<file path="src/rtl/fifo_drain_tx.sv">
// fifo_drain_tx: pops one timestamp word at a time and sends it MSB byte first on a valid/ready byte stream.
// Latency: 3 cycles from a non-empty FIFO seen in IDLE to first tx_valid; WORD_BYTES+3 cycles/word minimum.
// Backpressure: tx_ready low stalls the current byte; no new pop until the word is fully sent. Option: HEADER_EN.
module fifo_drain_tx #(
    parameter int          DATA_WIDTH = 48,
    parameter int          WORD_BYTES = 6,
    parameter logic [7:0]  SYNC_BYTE  = 8'hA5,
    parameter int          CNT_WIDTH  = 16
) (
    input  logic                  clk,
    input  logic                  rst,
    input  logic                  enable,
    input  logic                  buf_empty,
    output logic                  rd_en,
    input  logic [DATA_WIDTH-1:0] fifo_data,
    output logic [7:0]            tx_data,
    output logic                  tx_valid,
    input  logic                  tx_ready,
    output logic                  busy,
    output logic [CNT_WIDTH-1:0]  word_cnt
);

`ifdef HEADER_EN
    localparam bit HDR_EN = 1'b1;
`else
    localparam bit HDR_EN = 1'b0;
`endif

    localparam int                NXFER    = WORD_BYTES + (HDR_EN ? 1 : 0);
    localparam int                IDX_W    = $clog2(NXFER + 1);
    localparam logic [IDX_W-1:0]  LAST_IDX = IDX_W'(NXFER - 1);

    typedef enum logic [1:0] {IDLE, POP, LATCH, SEND} state_t;

    state_t                 state_q;
    logic                   rd_en_q;
    logic                   tx_valid_q;
    logic                   busy_q;
    logic [7:0]             tx_data_q;
    logic [DATA_WIDTH-1:0]  shreg_q;
    logic [DATA_WIDTH-1:0]  shreg_d;
    logic [IDX_W-1:0]       idx_q;
    logic [CNT_WIDTH-1:0]   word_cnt_q;
    logic [CNT_WIDTH-1:0]   word_cnt_d;

    // The shift register always holds the bytes still to be presented, next one in the top byte.
    assign shreg_d    = {shreg_q[DATA_WIDTH-9:0], 8'h00};
    assign word_cnt_d = word_cnt_q + CNT_WIDTH'(1);

    always_ff @(posedge clk or negedge rst) begin
        if (!rst) begin
            state_q    <= IDLE;
            rd_en_q    <= 1'b0;
            tx_valid_q <= 1'b0;
            busy_q     <= 1'b0;
            tx_data_q  <= '0;
            shreg_q    <= '0;
            idx_q      <= '0;
            word_cnt_q <= '0;
        end else begin
            case (state_q)
                IDLE: begin
                    if (enable && !buf_empty) begin
                        state_q <= POP;
                        rd_en_q <= 1'b1;
                        busy_q  <= 1'b1;
                    end
                end
                POP: begin
                    rd_en_q <= 1'b0;
                    state_q <= LATCH;
                end
                LATCH: begin
                    idx_q      <= '0;
                    tx_valid_q <= 1'b1;
                    state_q    <= SEND;
                    if (HDR_EN) begin
                        tx_data_q <= SYNC_BYTE;
                        shreg_q   <= fifo_data;
                    end else begin
                        tx_data_q <= fifo_data[DATA_WIDTH-1 -: 8];
                        shreg_q   <= {fifo_data[DATA_WIDTH-9:0], 8'h00};
                    end
                end
                SEND: begin
                    if (tx_ready) begin
                        if (idx_q == LAST_IDX) begin
                            tx_valid_q <= 1'b0;
                            busy_q     <= 1'b0;
                            word_cnt_q <= word_cnt_d;
                            state_q    <= IDLE;
                        end else begin
                            idx_q     <= idx_q + IDX_W'(1);
                            tx_data_q <= shreg_q[DATA_WIDTH-1 -: 8];
                            shreg_q   <= shreg_d;
                        end
                    end
                end
                default: state_q <= IDLE;
            endcase
        end
    end

    assign rd_en    = rd_en_q;
    assign tx_valid = tx_valid_q;
    assign tx_data  = tx_data_q;
    assign busy     = busy_q;
    assign word_cnt = word_cnt_q;

endmodule

</file>
<file path="config.mk">
export PLATFORM = sky130hd
export DESIGN_NAME = fifo_drain_tx
export DESIGN_NICKNAME = d
export VERILOG_FILES = /design/src/rtl/fifo_drain_tx.sv
export SDC_FILE = /design/constraint.sdc
export NUM_CORES = 1
export LEC_CHECK = 0
export CORE_ASPECT_RATIO = 0.7
export CORE_MARGIN = 10
export CORE_UTILIZATION = 53
export CTS_BUF_LIST = sky130_fd_sc_hd__clkbuf_4 sky130_fd_sc_hd__clkbuf_8 sky130_fd_sc_hd__clkbuf_16
export DETAILED_ROUTE_END_ITERATION = 16
export GPL_TIMING_DRIVEN = 0
export PLACE_DENSITY = 0.95
export REMOVE_ABC_BUFFERS = 1
export SYNTH_ARGS = -nofsm -noshare
export SYNTH_HDL_FRONTEND = slang
export SYNTH_SLANG_ARGS = --single-unit
</file>
<file path="constraint.sdc">
create_clock -name clk -period 5.15 [get_ports clk]
set_input_delay 0.515 -clock clk [delete_from_list [all_inputs] [get_ports clk]]
set_output_delay 0.515 -clock clk [all_outputs]
set_load 0.05 [all_outputs]
</file>
# == Word level (Yosys, flattened, before mapping) ==
# Index checks and enable logic that the tools add are counted.
# W data, S select, Z words.
# totals
word_cells,49
ff_bits,80
# op_classes
n_addsub,2
n_eq_ne,8
reduce_logical,12
n_mux,19
# ops
cell,count
$mux W48,2
$pmux W48 S2,1
$add A16 B1 Y16 const B,1
$mux W8,2
$pmux W8 S2,1
$reduce_and A3 Y1,4
$ne A2 B2 Y1 const B,4
$pmux W2 S4,1
$mux W2,3
$mux W3,2
$pmux W1 S2,3
$pmux W3 S2,1
$reduce_bool A2 Y1,3
$eq A2 B2 Y1 const B,2
$reduce_and A4 Y1,1
$add A3 B1 Y3 const B,1
$eq A3 B3 Y1 const B,1
$mux W1,3
$eq A2 B1 Y1 const B,1
$logic_not A2 Y1,1
$reduce_and A2 Y1,1
$logic_and A1 B1 Y1,1
$logic_not A1 Y1,1

# == Logic depth before layout (Yosys ltp) ==
# depth
depth_word,4
depth_mapped,9
depth_no_buf,6

# == Worst setup path after synthesis ==
# OpenSTA, ideal clock, no wires.
# synth_timing
kind,register to register
from,reg state_q[0]
to,reg idx_q[1]
setup_time_ns,0.095
stages_incl_launch_ff,10
synth_period_minus_slack_ns,1.832
t_required_ns,5.055
arrival_ns,1.737
slack_ns,3.318
cell_sequence,dfrtp_1 inv_1 ha_1 nor2b_1 buf_2 a31oi_2 buf_2 buf_2 nand2_1 o31ai_1
# synth_between
elab_chain_cells,3
word_cells_on_any_way,7
cone_classes,eq/ne: 4; mux: 1; reduce/logical: 2
# synth_rtl
item,line,source
"start, declared",35,state_t state_q;
"start signal, assigned",52,state_q <= IDLE;
"start signal, assigned",64,state_q <= POP;
"start signal, assigned",71,state_q <= LATCH;
$eq A2 B2 Y1,61,case (state_q)
$ne A2 B2 Y1 (no source line) / $reduce_bool A2 Y1 (equally long branches),n/a,
$reduce_and A3 Y1 (no source line),n/a,
"end signal, assigned",93,idx_q <= idx_q + IDX_W'(1);
"end, declared",42,logic [IDX_W-1:0] idx_q;
# Parallel ways exist; a longest one is shown, timed or not.
# A chain may end at the register's enable or synchronous reset.

# == Worst setup path in the final report ==
# layout_timing
from,reg state_q[1]
to,"reg word_cnt_q[15], in the netlist word_cnt[15]"
# layout_between
elab_chain_cells,2
# layout_rtl
item,line,source
$eq A2 B2 Y1,61,
$reduce_and A3 Y1 (no source line),n/a,
"end signal, assigned",90,word_cnt_q <= word_cnt_d;
"end, declared",43,logic [CNT_WIDTH-1:0] word_cnt_q;
# Every way passes these cells.

==> impl_metrics.toml <==
[floorplan]
rows = 23
die_area_um2 = 9760
core_area_um2 = 5840
start_util_pct = 56.0
die_w_um = 114
die_height_um = 85.7
pin_count = 80

[grt]
grt_pass1_vias = 2598
overflow = 0
antenna_found_initial = 0
grt_start_max_net_pins = 73
grt_pass1_wl_um = 12700
grt_usage_pct = 16.0

[layout]
drive_above_1_share_pct = 6.48
antenna_cells_inserted = 0
fillCellCount = 423
fin_util_pct = 74.3
syn_to_final_growth_pct = 32.8
final_area_um2 = 4340
fin_nets = 443

[cts]
holdBufCountCts = 0
h-tree-depth = 3
ctsResizeCount = 0
clk_latency_ns = 0.35
cts_tree = "built"
cts.sinks = 72
numCtsBuffers = 9
root_buffer = "clkbuf_8"
cts_setup_buffers = 0
clk_pin_slew_ns = 0.08
clockBufferDepth = 2

[detailed_routing]
vias_per_cell = 5.34
post-route-drc-count = 0
drt_iter0_drc = 101
dr.pass1.iters = 4
ant_nets = 0
wl_per_cell_um = 16.4
postRouteWirelength_um = 7560
vias = 2462

[sta]
finalHoldViolCount = 0
fmax_mhz = 353
finalSetupViolations = 0
grt_setup_unrepaired = "no"
tightest_slew_ns = 0.894
timing.final.crit_share_pct = 55.1
max_slew_margin_pct = 40.4
period_minus_slack_ns = 2.84
slew_violations = 0
fin_skew_ns = 0.00786

[worst_setup_path]
path_max_fanout = 26
cp-end-kind = "flip-flop"
rrSetupSlack_ns = 2.31
cp.arrival_ns = 3.07
critPathKind = "reg -> reg"
worstSetupStartpointType = "flip-flop"
cp_data_required_time_ns = 5.39

[power_and_ir_drop]
pwr_density_cell_nw_per_um2 = 533
p_leak_nw = 1.93
peakVddDrop_v = 0.000456

[logic_synthesis]
ys_seq_elements = 72
synth_most_common_cell = "dfrtp_1"
synth_commonest_cells = "dfrtp_1 (72), nand2_1 (56), o21ai_0 (45)"
ys_types = 29
synth-async-reset-ratio_pct = 100
ys_top_cells_by_area = "dfrtp_1 (55%), mux2i_1 (13%), o21ai_0 (6.9%)"
yosysWarnings = 0
synth_cells = 304
yosysTopAreaCell = "dfrtp_1"
ys.flop_type = "dfrtp_1"
synth_top_area_share_pct = 55.1
synth_seq_area_share_pct = 55.1
syn_area_per_cell_um2 = 10.8
synth_area_um2 = 3270
synth_enable_flop_cells = 0

[place]
dpl.hpwl_um = 5540
dpl_cell_area_um2 = 4160
gp_congestion = 0.785
port_buffers = 79

[outcome]
status = "finished, final reports clean"

[job]
maxCapViolCount = 0

[hold_path]
worstHoldPathType = "in -> async"
power by group:
part | switching, mW | internal, mW | leakage, nW | total [mW]
sequential | 0.113 | 0.771 | 0.913 | 0.884
combinational | 0.576 | 0.422 | 0.924 | 0.999
clock | 0.212 | 0.219 | 0.0948 | 0.431
critical path, stage by stage (launching register included):
cell and delay, ns:
dfrtp_1 0.40, ha_2 0.71, buf_12 0.29, nand4_2 0.22
nor4_1 0.72, nand4_1 0.21, xnor2_1 0.17
cell usage in the layout (no fill, tap or decap), types with 3 or more instances in the layout:
cell	instances
inv_1	7
mux2i_1	41
clkbuf_8	9
xnor2_1	10
o21ai_0	45
a22o_1	8
nor2_1	10
clkinv_2	3
a21oi_1	3
clkdlybuf4s50_1	78
nand2_1	56
dfrtp_1	72
xor2_1	6
ha_1	7
buf_12	3
and3_1	3
nand4_1	4
nand3_1	4
area by class of cell:
type                       count  area [um^2]  share of cell area, %
inverter                       7         26.3                  0.605
tap                           75         93.8                   2.16
clock buffer                   9          124                   2.85
sequential                    72         1800                   41.5
clock inverter                 6         61.3                   1.41
multi-input combinational    210         1390                   32.0
timing repair buffer          82          848                   19.5
stage by stage:
| step | setup TNS (ns) | total power, mW | setup slack, ns | instances | hold slack [ns] |
|---|---|---|---|---|---|
| final | 0 | 2.31 | 2.31 | 461 | 0.284 |
| after global routing | 0 | 2.49 | 2.01 | 461 | 0.344 |
| after CTS | 0 | 2.34 | 2.28 | 461 | 0.317 |
| after detailed placement | 0 | 1.90 | 2.27 | 446 | 0.470 |
| after global placement | -56.18 | 1.82 | -1.21 | 443 | 0.460 |
| after floorplan | 0 | 1.57 | 0.425 | 289 | 0.219 |
kinds of logic (layout without fill, tap and decap cells):
family / after synthesis / in the layout / share of synthesized area [%]
adders and majority gates: 8 / 8 / 3.06
and+or+nand+nor: 84 / 84 / 11.3
AOI/OAI and AO/OA: 60 / 60 / 10.6
xor gates and xnor gates: 16 / 16 / 4.29
muxes: 42 / 42 / 12.9
buffers and inverters: 22 / 104 / 2.79
DFF: 72 / 72 / 55.1
registers in the layout, indices dropped and copies added, names as in the netlist:
register,count
state_q,2
rd_en,1
idx_q,3
tx_data,8
busy,1
word_cnt,16
shreg_q,40
tx_valid,1
path summary, 6_finish.rpt:
path	start	to	cells after the start
max	state_q[1]	word_cnt[15]	6
min	rst	tx_data[4]	1
max reg2reg	state_q[1]	word_cnt[15]	6
min reg2reg	tx_data[0]	tx_data[0]	2
max in group asynchronous	rst	shreg_q[25]	1
min in group clk	tx_data[0]	tx_data[0]	2
metal layers:
| metal | track usage (%) | routed length [um] | up-vias |
|---|---|---|---|
| li1 | - | - | 1201 |
| met1 | 19.1 | 3270 | 1172 |
| met2 | 26.5 | 3670 | 77 |
| met3 | 6.40 | 526 | 12 |
| met4 | 4.31 | 88 | 0 |
| met5 | 0 | 0 | - |
No activity file was read; power rests on OpenSTA's default activity.
